===== src/rtl/sccb_table_sequencer_if.sv =====
// sccb_table_sequencer_if: request/response bus between the table sequencer and the SCCB (i2c_control) master
//   master modport: sequencer side (drives requests, address, data; receives rddata/rw_done/ack)
//   slave modport : SCCB master side
//   ack = 1 means the slave NACKed; it is meaningful only while rw_done is high
interface sccb_table_sequencer_if;
  logic       wrreg_req;
  logic       rdreg_req;
  logic [15:0] reg_addr;
  logic       addr_mode;
  logic [7:0] wrdata;
  logic [7:0] device_id;
  logic [7:0] rddata;
  logic       rw_done;
  logic       ack;
  modport master(output wrreg_req, rdreg_req, reg_addr, addr_mode, wrdata, device_id, input rddata, rw_done, ack);
  modport slave(input wrreg_req, rdreg_req, reg_addr, addr_mode, wrdata, device_id, output rddata, rw_done, ack);
endinterface


===== src/rtl/sccb_table_sequencer.sv =====
// sccb_table_sequencer: camera power-up sequencing, then walks a register table through the SCCB master
//   clk, rst            : clock, synchronous active-high reset
//   i_start             : one-cycle pulse, (re)starts the full sequence from any state
//   o_tbl_addr/i_tbl_data : external table ROM, data {reg_addr[15:0], value[7:0]} one cycle after address
//   bus                 : request/response bus to the SCCB master
//   o_camera_pwdn/o_camera_rst_n : sensor power-down and active-low reset
//   o_busy/o_init_done/o_init_err/o_err_index : sequence status
module sccb_table_sequencer #(
  parameter logic [7:0] DEVICE_ID = 8'h42,
  parameter int ADDR_16BIT = 0,
  parameter int TBL_DEPTH = 256,
  parameter int PWR_CYCLES = 65535,
  parameter int BOOT_CYCLES = 65535,
  parameter int DELAY_UNIT = 50000,
  parameter int MAX_RETRY = 3,
  parameter int VERIFY = 0,
  localparam int TBL_AW = (TBL_DEPTH > 1) ? $clog2(TBL_DEPTH) : 1
) (
  input  logic                  clk,
  input  logic                  rst,
  input  logic                  i_start,
  output logic [TBL_AW-1:0]     o_tbl_addr,
  input  logic [23:0]           i_tbl_data,
  sccb_table_sequencer_if.master bus,
  output logic                  o_camera_pwdn,
  output logic                  o_camera_rst_n,
  output logic                  o_busy,
  output logic                  o_init_done,
  output logic                  o_init_err,
  output logic [TBL_AW-1:0]     o_err_index
);
  localparam int DLY_MAX = 255 * DELAY_UNIT;
  localparam int PB_MAX = (PWR_CYCLES > BOOT_CYCLES) ? PWR_CYCLES : BOOT_CYCLES;
  localparam int CNT_MAX = (PB_MAX > DLY_MAX) ? PB_MAX : DLY_MAX;
  localparam int CW = $clog2(CNT_MAX + 1);
  localparam int RW = (MAX_RETRY > 0) ? $clog2(MAX_RETRY + 1) : 1;
  typedef enum logic [3:0] {
    S_IDLE, S_PWR, S_RST, S_BOOT, S_FETCH, S_DECODE, S_WR, S_WRW, S_RD, S_RDW, S_DLY, S_NEXT, S_DONE, S_ERR
  } state_t;
  state_t r_state, w_next;
  logic [CW-1:0] r_cnt, w_load;
  logic [RW-1:0] r_retry;
  logic [TBL_AW-1:0] r_tbl_addr, r_err_index;
  logic [15:0] r_reg_addr;
  logic [7:0] r_wrdata;
  logic r_busy, r_done, r_err;
  logic [15:0] w_key;
  logic [7:0] w_val;
  logic w_cnt_end, w_retry, w_last, w_rd_bad, w_enter;
  assign w_key = i_tbl_data[23:8];
  assign w_val = i_tbl_data[7:0];
  // down-counter reloaded on every state entry; <=1 also ends a zero-length load after one cycle
  assign w_cnt_end = r_cnt <= CW'(1);
  assign w_retry = r_retry < RW'(MAX_RETRY);
  assign w_last = r_tbl_addr == TBL_AW'(TBL_DEPTH - 1);
  assign w_rd_bad = bus.ack || bus.rddata != r_wrdata;
  // a Start while already in PWR must still reload the power-down timer
  assign w_enter = i_start || w_next != r_state;
  assign w_load = (w_next == S_DLY) ? CW'(DELAY_UNIT) * CW'(w_val) : (w_next == S_BOOT) ? CW'(BOOT_CYCLES) : CW'(PWR_CYCLES);
  always_ff @(posedge clk) r_state <= rst ? S_IDLE : w_next;
  always_comb begin
    w_next = r_state;
    if (i_start) w_next = S_PWR;
    else case (r_state)
      S_PWR:    w_next = w_cnt_end ? S_RST : S_PWR;
      S_RST:    w_next = w_cnt_end ? S_BOOT : S_RST;
      S_BOOT:   w_next = w_cnt_end ? S_FETCH : S_BOOT;
      S_FETCH:  w_next = S_DECODE;
      S_DECODE: w_next = (w_key == 16'hFFFF) ? ((w_val == 8'd0) ? S_NEXT : S_DLY) : (w_key == 16'hFFFE) ? S_DONE : S_WR;
      S_WR:     w_next = S_WRW;
      S_WRW:    w_next = !bus.rw_done ? S_WRW : bus.ack ? (w_retry ? S_WR : S_ERR) : (VERIFY != 0) ? S_RD : S_NEXT;
      S_RD:     w_next = S_RDW;
      S_RDW:    w_next = !bus.rw_done ? S_RDW : w_rd_bad ? (w_retry ? S_WR : S_ERR) : S_NEXT;
      S_DLY:    w_next = w_cnt_end ? S_NEXT : S_DLY;
      S_NEXT:   w_next = w_last ? S_DONE : S_FETCH;
      default:  w_next = r_state;
    endcase
  end
  always_ff @(posedge clk) begin
    if (rst) begin
      r_cnt <= '0;
      r_retry <= '0;
      r_tbl_addr <= '0;
      r_reg_addr <= '0;
      r_wrdata <= '0;
      r_busy <= 1'b0;
      r_done <= 1'b0;
      r_err <= 1'b0;
      r_err_index <= '0;
    end else begin
      r_cnt <= w_enter ? w_load : r_cnt - CW'(r_cnt != '0);
      r_retry <= (i_start || r_state == S_FETCH) ? '0 : (w_next == S_WR && (r_state == S_WRW || r_state == S_RDW)) ? r_retry + 1'b1 : r_retry;
      r_tbl_addr <= i_start ? '0 : (r_state == S_NEXT && !w_last) ? r_tbl_addr + 1'b1 : r_tbl_addr;
      if (r_state == S_DECODE && w_next == S_WR) begin
        r_reg_addr <= (ADDR_16BIT != 0) ? w_key : {8'h00, w_key[7:0]};
        r_wrdata <= w_val;
      end
      r_busy <= !(w_next inside {S_IDLE, S_DONE, S_ERR});
      r_done <= w_next == S_DONE;
      r_err <= w_next == S_ERR;
      if (w_next == S_ERR && r_state != S_ERR) r_err_index <= r_tbl_addr;
    end
  end
  assign o_tbl_addr = r_tbl_addr;
  assign o_camera_pwdn = r_state inside {S_IDLE, S_PWR};
  assign o_camera_rst_n = !(r_state inside {S_IDLE, S_PWR, S_RST});
  assign o_busy = r_busy;
  assign o_init_done = r_done;
  assign o_init_err = r_err;
  assign o_err_index = r_err_index;
  assign bus.wrreg_req = r_state == S_WR;
  assign bus.rdreg_req = r_state == S_RD;
  assign bus.reg_addr = r_reg_addr;
  assign bus.addr_mode = ADDR_16BIT != 0;
  assign bus.wrdata = r_wrdata;
  assign bus.device_id = DEVICE_ID;
endmodule


===== src/flat_wrapper.sv =====
// flat-port wrapper written by rule: the top's interface ports become plain ports
module sccb_table_sequencer_flat 
#(
  parameter logic [7:0] DEVICE_ID = 8'h42,
  parameter int ADDR_16BIT = 0,
  parameter int TBL_DEPTH = 256,
  parameter int PWR_CYCLES = 65535,
  parameter int BOOT_CYCLES = 65535,
  parameter int DELAY_UNIT = 50000,
  parameter int MAX_RETRY = 3,
  parameter int VERIFY = 0,
  localparam int TBL_AW = (TBL_DEPTH > 1) ? $clog2(TBL_DEPTH) : 1
)
  (clk, rst, i_start, o_tbl_addr, i_tbl_data, o_camera_pwdn, o_camera_rst_n, o_busy, o_init_done, o_init_err, o_err_index, bus_wrreg_req, bus_rdreg_req, bus_reg_addr, bus_addr_mode, bus_wrdata, bus_device_id, bus_rddata, bus_rw_done, bus_ack);
  sccb_table_sequencer_if bus_i ();
  input  logic clk;
  input  logic rst;
  input  logic i_start;
  output logic [TBL_AW-1:0] o_tbl_addr;
  input  logic [23:0] i_tbl_data;
  output logic o_camera_pwdn;
  output logic o_camera_rst_n;
  output logic o_busy;
  output logic o_init_done;
  output logic o_init_err;
  output logic [TBL_AW-1:0] o_err_index;
  output wire logic [$bits(bus_i.wrreg_req)-1:0] bus_wrreg_req;
  output wire logic [$bits(bus_i.rdreg_req)-1:0] bus_rdreg_req;
  output wire logic [$bits(bus_i.reg_addr)-1:0] bus_reg_addr;
  output wire logic [$bits(bus_i.addr_mode)-1:0] bus_addr_mode;
  output wire logic [$bits(bus_i.wrdata)-1:0] bus_wrdata;
  output wire logic [$bits(bus_i.device_id)-1:0] bus_device_id;
  input wire logic [$bits(bus_i.rddata)-1:0] bus_rddata;
  input wire logic [$bits(bus_i.rw_done)-1:0] bus_rw_done;
  input wire logic [$bits(bus_i.ack)-1:0] bus_ack;
  assign bus_wrreg_req = bus_i.wrreg_req;
  assign bus_rdreg_req = bus_i.rdreg_req;
  assign bus_reg_addr = bus_i.reg_addr;
  assign bus_addr_mode = bus_i.addr_mode;
  assign bus_wrdata = bus_i.wrdata;
  assign bus_device_id = bus_i.device_id;
  assign bus_i.rddata = bus_rddata;
  assign bus_i.rw_done = bus_rw_done;
  assign bus_i.ack = bus_ack;
  sccb_table_sequencer #(.DEVICE_ID(DEVICE_ID), .ADDR_16BIT(ADDR_16BIT), .TBL_DEPTH(TBL_DEPTH), .PWR_CYCLES(PWR_CYCLES), .BOOT_CYCLES(BOOT_CYCLES), .DELAY_UNIT(DELAY_UNIT), .MAX_RETRY(MAX_RETRY), .VERIFY(VERIFY)) u_core (.clk(clk), .rst(rst), .i_start(i_start), .o_tbl_addr(o_tbl_addr), .i_tbl_data(i_tbl_data), .bus(bus_i), .o_camera_pwdn(o_camera_pwdn), .o_camera_rst_n(o_camera_rst_n), .o_busy(o_busy), .o_init_done(o_init_done), .o_init_err(o_init_err), .o_err_index(o_err_index));
endmodule

===== config.mk =====
export PLATFORM = sky130hd
export DESIGN_NAME = sccb_table_sequencer_flat
export DESIGN_NICKNAME = d
export VERILOG_FILES = /design/src/rtl/sccb_table_sequencer_if.sv /design/src/rtl/sccb_table_sequencer.sv /design/src/flat_wrapper.sv
export SDC_FILE = /design/constraint.sdc
export NUM_CORES = 1
export LEC_CHECK = 0
export CORE_MARGIN = 10
export CORE_UTILIZATION = 45
export CTS_CLUSTER_SIZE = 30
export DETAILED_ROUTE_END_ITERATION = 10
export PLACE_DENSITY = 0.7
export SLEW_MARGIN = 5
export SYNTH_ARGS = -nofsm -noshare
export SYNTH_HDL_FRONTEND = slang
export SYNTH_SLANG_ARGS = --single-unit

===== constraint.sdc =====
create_clock -name clk -period 5 [get_ports clk]
set_clock_uncertainty 0.15 [all_clocks]
set_input_delay 1 -clock clk [delete_from_list [all_inputs] [get_ports clk]]
set_output_delay 1 -clock clk [all_outputs]
set_load 0.03 [all_outputs]

Yosys cells after proc, flatten, opt, wreduce, memory -nomap -nowiden
Index checks and enable logic that the tools add are counted.
{ "word_totals": {"in_bits": 37, "output_inout_bits": 56, "regBits": 65} }
{ "op_classes": {"eq_ne": 21, "magnitude_cmp": 2, "n_mux": 17, "n_reduce_logical": 20, "add_sub_neg": 3, "multipliers": 1} }
{ "op_table": {"columns": ["cell", "n"], "rows": [
  ["two-way mux 24 bit", 2],
  ["one-hot mux 4 bit (11 select lines)", 1],
  ["two-way mux 4 bit", 9],
  ["equality test 16 bit, second input constant", 2],
  ["equality test 4 bit, second input constant", 7],
  ["less-or-equal comparator 24 x 1 -> 1 bit, second input constant", 1],
  ["nonzero test 24 bit", 1],
  ["subtractor 24 x 1 -> 24 bit", 1],
  ["equality test 4 x 3 -> 1 bit, second input constant", 5],
  ["multiplier 12 x 8 -> 20 bit, first input constant", 1],
  ["adder 8 x 1 -> 8 bit, second input constant", 1],
  ["equality test 4 x 2 -> 1 bit, second input constant", 2],
  ["equality test 8 bit, second input constant", 1],
  ["zero test 4 bit", 2],
  ["zero test 8 bit", 1],
  ["!= test 8 bit", 1],
  ["nonzero test 3 bit", 2],
  ["equality test 4 x 1 -> 1 bit, second input constant", 1],
  ["logical AND 1 bit", 4],
  ["logical OR 1 bit", 4],
  ["!= test 4 bit", 1],
  ["!= test 4 bit, second input constant", 1],
  ["OR reduction 2 bit", 2],
  ["zero test 1 bit", 3],
  ["other kinds (6)", 8]
]} }

Logic depth before layout (Yosys ltp)
{ "logic_depth": {"ltp_word": 9, "mapped_depth": 15, "ltp_nobuf": 15} }

Least setup slack after synthesis
No wires, ideal clock.
{ "synth_path": {"kind": "input port to flip-flop", "start": "input i_tbl_data[2]", "end": "register u_core.r_cnt[22]", "path_slack_ns": 0.419, "setup_time_ns": 0.071, "cell_stages": 15, "arrival_ns": 4.361, "required_ns": 4.779, "path_cell_list": "ha_1 > ha_1 > inv_1 > fa_1 > inv_1 > fa_1 > ha_1 > a211oi_1 > o21bai_1 > a221oi_1 > o21ai_0 > a21oi_1 > nand4b_1 > nand3_1 > a21oi_1"} }
{ "synth_via": {"elab_chain_cells": 8, "word_cells_on_any_way": 11, "cone_classes": "mul (1); eq/ne (2); mux (6); reduce/logical (2)"} }
{ "synth_lines": {"columns": ["item", "line_no", "source"], "rows": [
  ["from (decl)", "flat_wrapper.sv:20", "input logic [23:0] i_tbl_data;"],
  ["branches (longest 7 deep; another with multiplier 12 x 8 -> 20 bit)", null, null],
  ["two-way mux 24 bit (*)", "sccb_table_sequencer.sv:91", "r_cnt <= w_enter ? w_load : r_cnt - CW'(r_cnt != '0);"],
  ["to (signal assigned)", "sccb_table_sequencer.sv:91", null],
  ["to (decl)", "sccb_table_sequencer.sv:41", "logic [CW-1:0] r_cnt, w_load;"]
]} }
Every way passes the cells marked *.
A chain may end at the register's enable or synchronous reset.

Worst setup path in the final report
{ "layout_path": {"start": "input i_tbl_data[3]", "end": "register u_core.r_cnt[22]"} }
The elaborated chain is that of the path after synthesis.

==> flow_metrics.env <==
export IMPL_cap_violations=0
export IMPL_post_cts_repair_setup_buffers=0
export IMPL_post_route_period_util_pct=96.0
export IMPL_rows=38
export IMPL_clk_latency_ps=340
export IMPL_cp_required_ps=5110
export IMPL_io_buffers=75
export IMPL_viasPerCell=5.48
export IMPL_core_area_mm2=0.0109
export IMPL_dieArea_mm2=0.0159
export IMPL_final_area_mm2=0.00655
export IMPL_ys_ff_latch=65
export IMPL_period_minus_slack_ps=4800
export IMPL_arrival_ps=4910
export IMPL_async_flop_share_pct=0
export IMPL_cp_end_kind="flip-flop"
export IMPL_gp_congestion=0.915
export IMPL_grt_overflow_total=0
export IMPL_hold_violations=0
export IMPL_cts_hold_buf=0
export IMPL_critPathKind="in2reg"
export IMPL_grt_max_degree=49
export IMPL_ant_nets=0
export IMPL_layout_area_overhead_vs_synth_pct=29.1
export IMPL_regArea_mm2=0.00130
export IMPL_syn_area_mm2=0.00507
export IMPL_h_tree_depth=3
export IMPL_layout_setup_ws_ps=201
export IMPL_pre_cts_ws_ps=-283
export IMPL_final_common_cell="clkdlybuf4s50_1"
export IMPL_finalMaxSlewViolations=0
export IMPL_drc=0
export IMPL_start_util_pct=46.4
export IMPL_fin_nets=786
export IMPL_rr_endpoint="u_core.r_cnt[12]$_SDFF_PP0_"
export IMPL_grt_pass1_wl_um=22000
export IMPL_outcome="complete, no violations"
export IMPL_vias=4497
export IMPL_path_max_fanout=4
export IMPL_numCtsBuffers=9
export IMPL_crit_path_end="u_core.r_cnt[22]$_SDFF_PP0_"
export IMPL_synth_cells=562
export IMPL_utilization_pct=59.9
export IMPL_fill_cells=981
export IMPL_syn_avg_cell_area_um2=9.03
export IMPL_setup_viol=0
export IMPL_dr_pass1_iters=5
export IMPL_root_buffer="clkbuf_16"
export IMPL_place_area_mm2=0.00619
export IMPL_synth_edf_count=0
export IMPL_avgRoutedWirePerCell_um=16.6
export IMPL_p_per_area_mw_per_mm2=287
export IMPL_die_w_um=126
export IMPL_groute_usage_overall_pct=16.6
export IMPL_layout_common_cells="clkdlybuf4s50_1 (71), dfxtp_1 (65), nor2_1 (64)"
export IMPL_rrSetupSlack_ps=1670
export IMPL_cts_sinks=65
export IMPL_cts_buffer_depth=2
export IMPL_fmax_ghz=0.208
export IMPL_yosys_warnings=0
export IMPL_ys_seq_area_share_pct=25.6
export IMPL_antenna_cells=0
export IMPL_layout_drive_gt1_share_pct=13.2
export IMPL_worst_pin_slew_ps=724
export IMPL_ys_flop_type="dfxtp_1"
export IMPL_clkTransAtPathRegs_ps=60
export IMPL_hold_class="reg2reg"
export IMPL_dp_hpwl_um=10700
export IMPL_slew_headroom_pct=51.4
export IMPL_leakagePower_nw=2.84
export IMPL_multi_input_area_mm2=0.00359
export IMPL_die_height_um=126
export IMPL_antenna_found_initial=0
export IMPL_rsz0062_at_grt="no"
export IMPL_startpoint_type="primary input"
export IMPL_reg2reg_depth=8
export IMPL_r2r_start="u_core.r_state[0]$_SDFF_PP0_"
export IMPL_synth_cell_types=68
export IMPL_io_pins=93
export IMPL_wirelength_um=13600
export IMPL_drtIter0Drc=275
export IMPL_ir_drop_mv=0.176
export IMPL_startpoint="i_tbl_data[3]"
export IMPL_grt_pass1_vias=4560
export IMPL_cts_tree="built"
## cell usage after synthesis, types with 2 or more instances
library cell | n | area [um^2]
a211oi_1 | 10 | 75.1
a21oi_1 | 24 | 120
a221oi_1 | 9 | 78.8
a31oi_1 | 2 | 12.5
and2_1 | 4 | 25.0
and3_1 | 4 | 25.0
and4b_1 | 3 | 30.0
buf_2 | 3 | 15.0
buf_4 | 18 | 135
clkbuf_1 | 8 | 30.0
conb_1 | 2 | 7.51
dfxtp_1 | 65 | 1300
fa_1 | 12 | 240
ha_1 | 61 | 763
inv_1 | 21 | 78.8
mux2i_1 | 26 | 260
nand2_1 | 34 | 128
nand2b_1 | 5 | 31.3
nand3_1 | 17 | 85.1
nand3b_1 | 2 | 15.0
nand4_1 | 9 | 56.3
nand4b_1 | 3 | 26.3
nor2_1 | 64 | 240
nor2b_1 | 5 | 31.3
nor3_1 | 18 | 90.1
nor3_4 | 2 | 32.5
nor3b_1 | 4 | 30.0
nor4_1 | 11 | 68.8
nor4_2 | 2 | 25.0
nor4b_1 | 2 | 17.5
o2111ai_1 | 2 | 17.5
o211a_1 | 2 | 20.0
o211ai_1 | 3 | 22.5
o21a_1 | 6 | 45.0
o21ai_0 | 8 | 40.0
o21bai_1 | 3 | 22.5
o31ai_1 | 5 | 37.5
or2_2 | 4 | 25.0
or3_1 | 3 | 18.8
or4_4 | 3 | 33.8
xnor2_1 | 29 | 254
xor2_1 | 18 | 158
## timing repair
item / 4_1_cts / 5_1_grt
endpoints found under the setup margin: 0 / 4
gates resized for setup: 0 / 9
hold endpoints to repair: 0 / 0
## flip-flops by register name, summed over array words and instances, names as in the netlist
| register | cells |
|---|---|
| u_core.o_err_index | 8 |
| u_core.o_busy | 1 |
| u_core.r_retry | 2 |
| u_core.r_cnt | 24 |
| u_core.bus.wrdata | 8 |
| u_core.o_tbl_addr | 8 |
| u_core.o_init_done | 1 |
| u_core.o_init_err | 1 |
| u_core.bus.reg_addr | 8 |
| u_core.r_state | 4 |
## critical path: stages
cell             delay (ps)
clkdlybuf4s50_1         590
ha_4                    250
fa_1                    530
fa_1                    430
ha_1                    320
ha_1                    220
a2111o_1                370
o21bai_1                200
a221oi_2                260
buf_4                   160
o21ai_1                  90
a21oi_1                 140
nand4b_1                110
nand3_1                  80
a21oi_1                 170
## per-stage QoR
step           instances  hold slack, ps  TNS, ps  total power, mW
2_1_floorplan        577             318        0            0.971
3_3_place_gp         805             329     -515             1.18
3_5_place_dp         805             334    -1040             1.19
4_1_cts              821             353        0             1.88
5_1_grt              821             394        0             2.00
6_report             821             350        0             1.88
## metal layers
layer	up-vias	routed length, um	global-route usage, %
met4	0	226	6.23
li1	2218	-	-
met5	-	0	0
met2	119	6620	27.9
met1	2143	5940	19.8
met3	17	810	4.11
## report_power, final
group	total, mW	internal (mW)	leakage [nW]	switching [mW]
logic	0.654	0.321	2.16	0.333
clock network	0.677	0.439	0.157	0.238
registers	0.551	0.533	0.530	0.0179
## worst min-delay path by stage
| stage | from | end | slack, ps | cells after the start |
|---|---|---|---|---|
| 5_1_grt | u_core.o_err_index[0]$_SDFFE_PP0P_ | u_core.o_err_index[0]$_SDFFE_PP0P_ | 390 | 2 |
| 6_report | u_core.o_err_index[4]$_SDFFE_PP0P_ | u_core.o_err_index[4]$_SDFFE_PP0P_ | 350 | 2 |
| 4_1_cts | u_core.o_err_index[4]$_SDFFE_PP0P_ | u_core.o_err_index[4]$_SDFFE_PP0P_ | 350 | 2 |
| 3_5_place_dp | u_core.o_err_index[4]$_SDFFE_PP0P_ | u_core.o_err_index[4]$_SDFFE_PP0P_ | 330 | 2 |
| 3_3_place_gp | u_core.bus.reg_addr[5]$_SDFFE_PP0P_ | u_core.bus.reg_addr[5]$_SDFFE_PP0P_ | 330 | 2 |
| 2_1_floorplan | u_core.r_retry[1]$_SDFFE_PP0P_ | u_core.r_retry[1]$_SDFFE_PP0P_ | 320 | 2 |
## cells by family after synthesis
kind of cell             after synthesis  synth area share, %
XOR/XNOR                              48                 8.43
multiplexers                          27                 5.35
AO/OA/AOI/OAI                         89                 13.1
adder cells (fa/ha/maj)               73                 19.8
flip-flops                            65                 25.6
buffers and inverters                 52                 5.40
other                                  2                0.148
AND/OR/NAND/NOR                      206                 22.2
## area by class of cell
type / instances / area share, %
clock buffer: 10 / 3.50
clock inverter: 6 / 1.39
inverter: 21 / 1.20
multi-input combinational: 460 / 54.8
sequential: 65 / 19.9
tap: 140 / 2.67
timing repair buffer: 119 / 16.5
No activity file was read; power rests on OpenSTA's default activity.
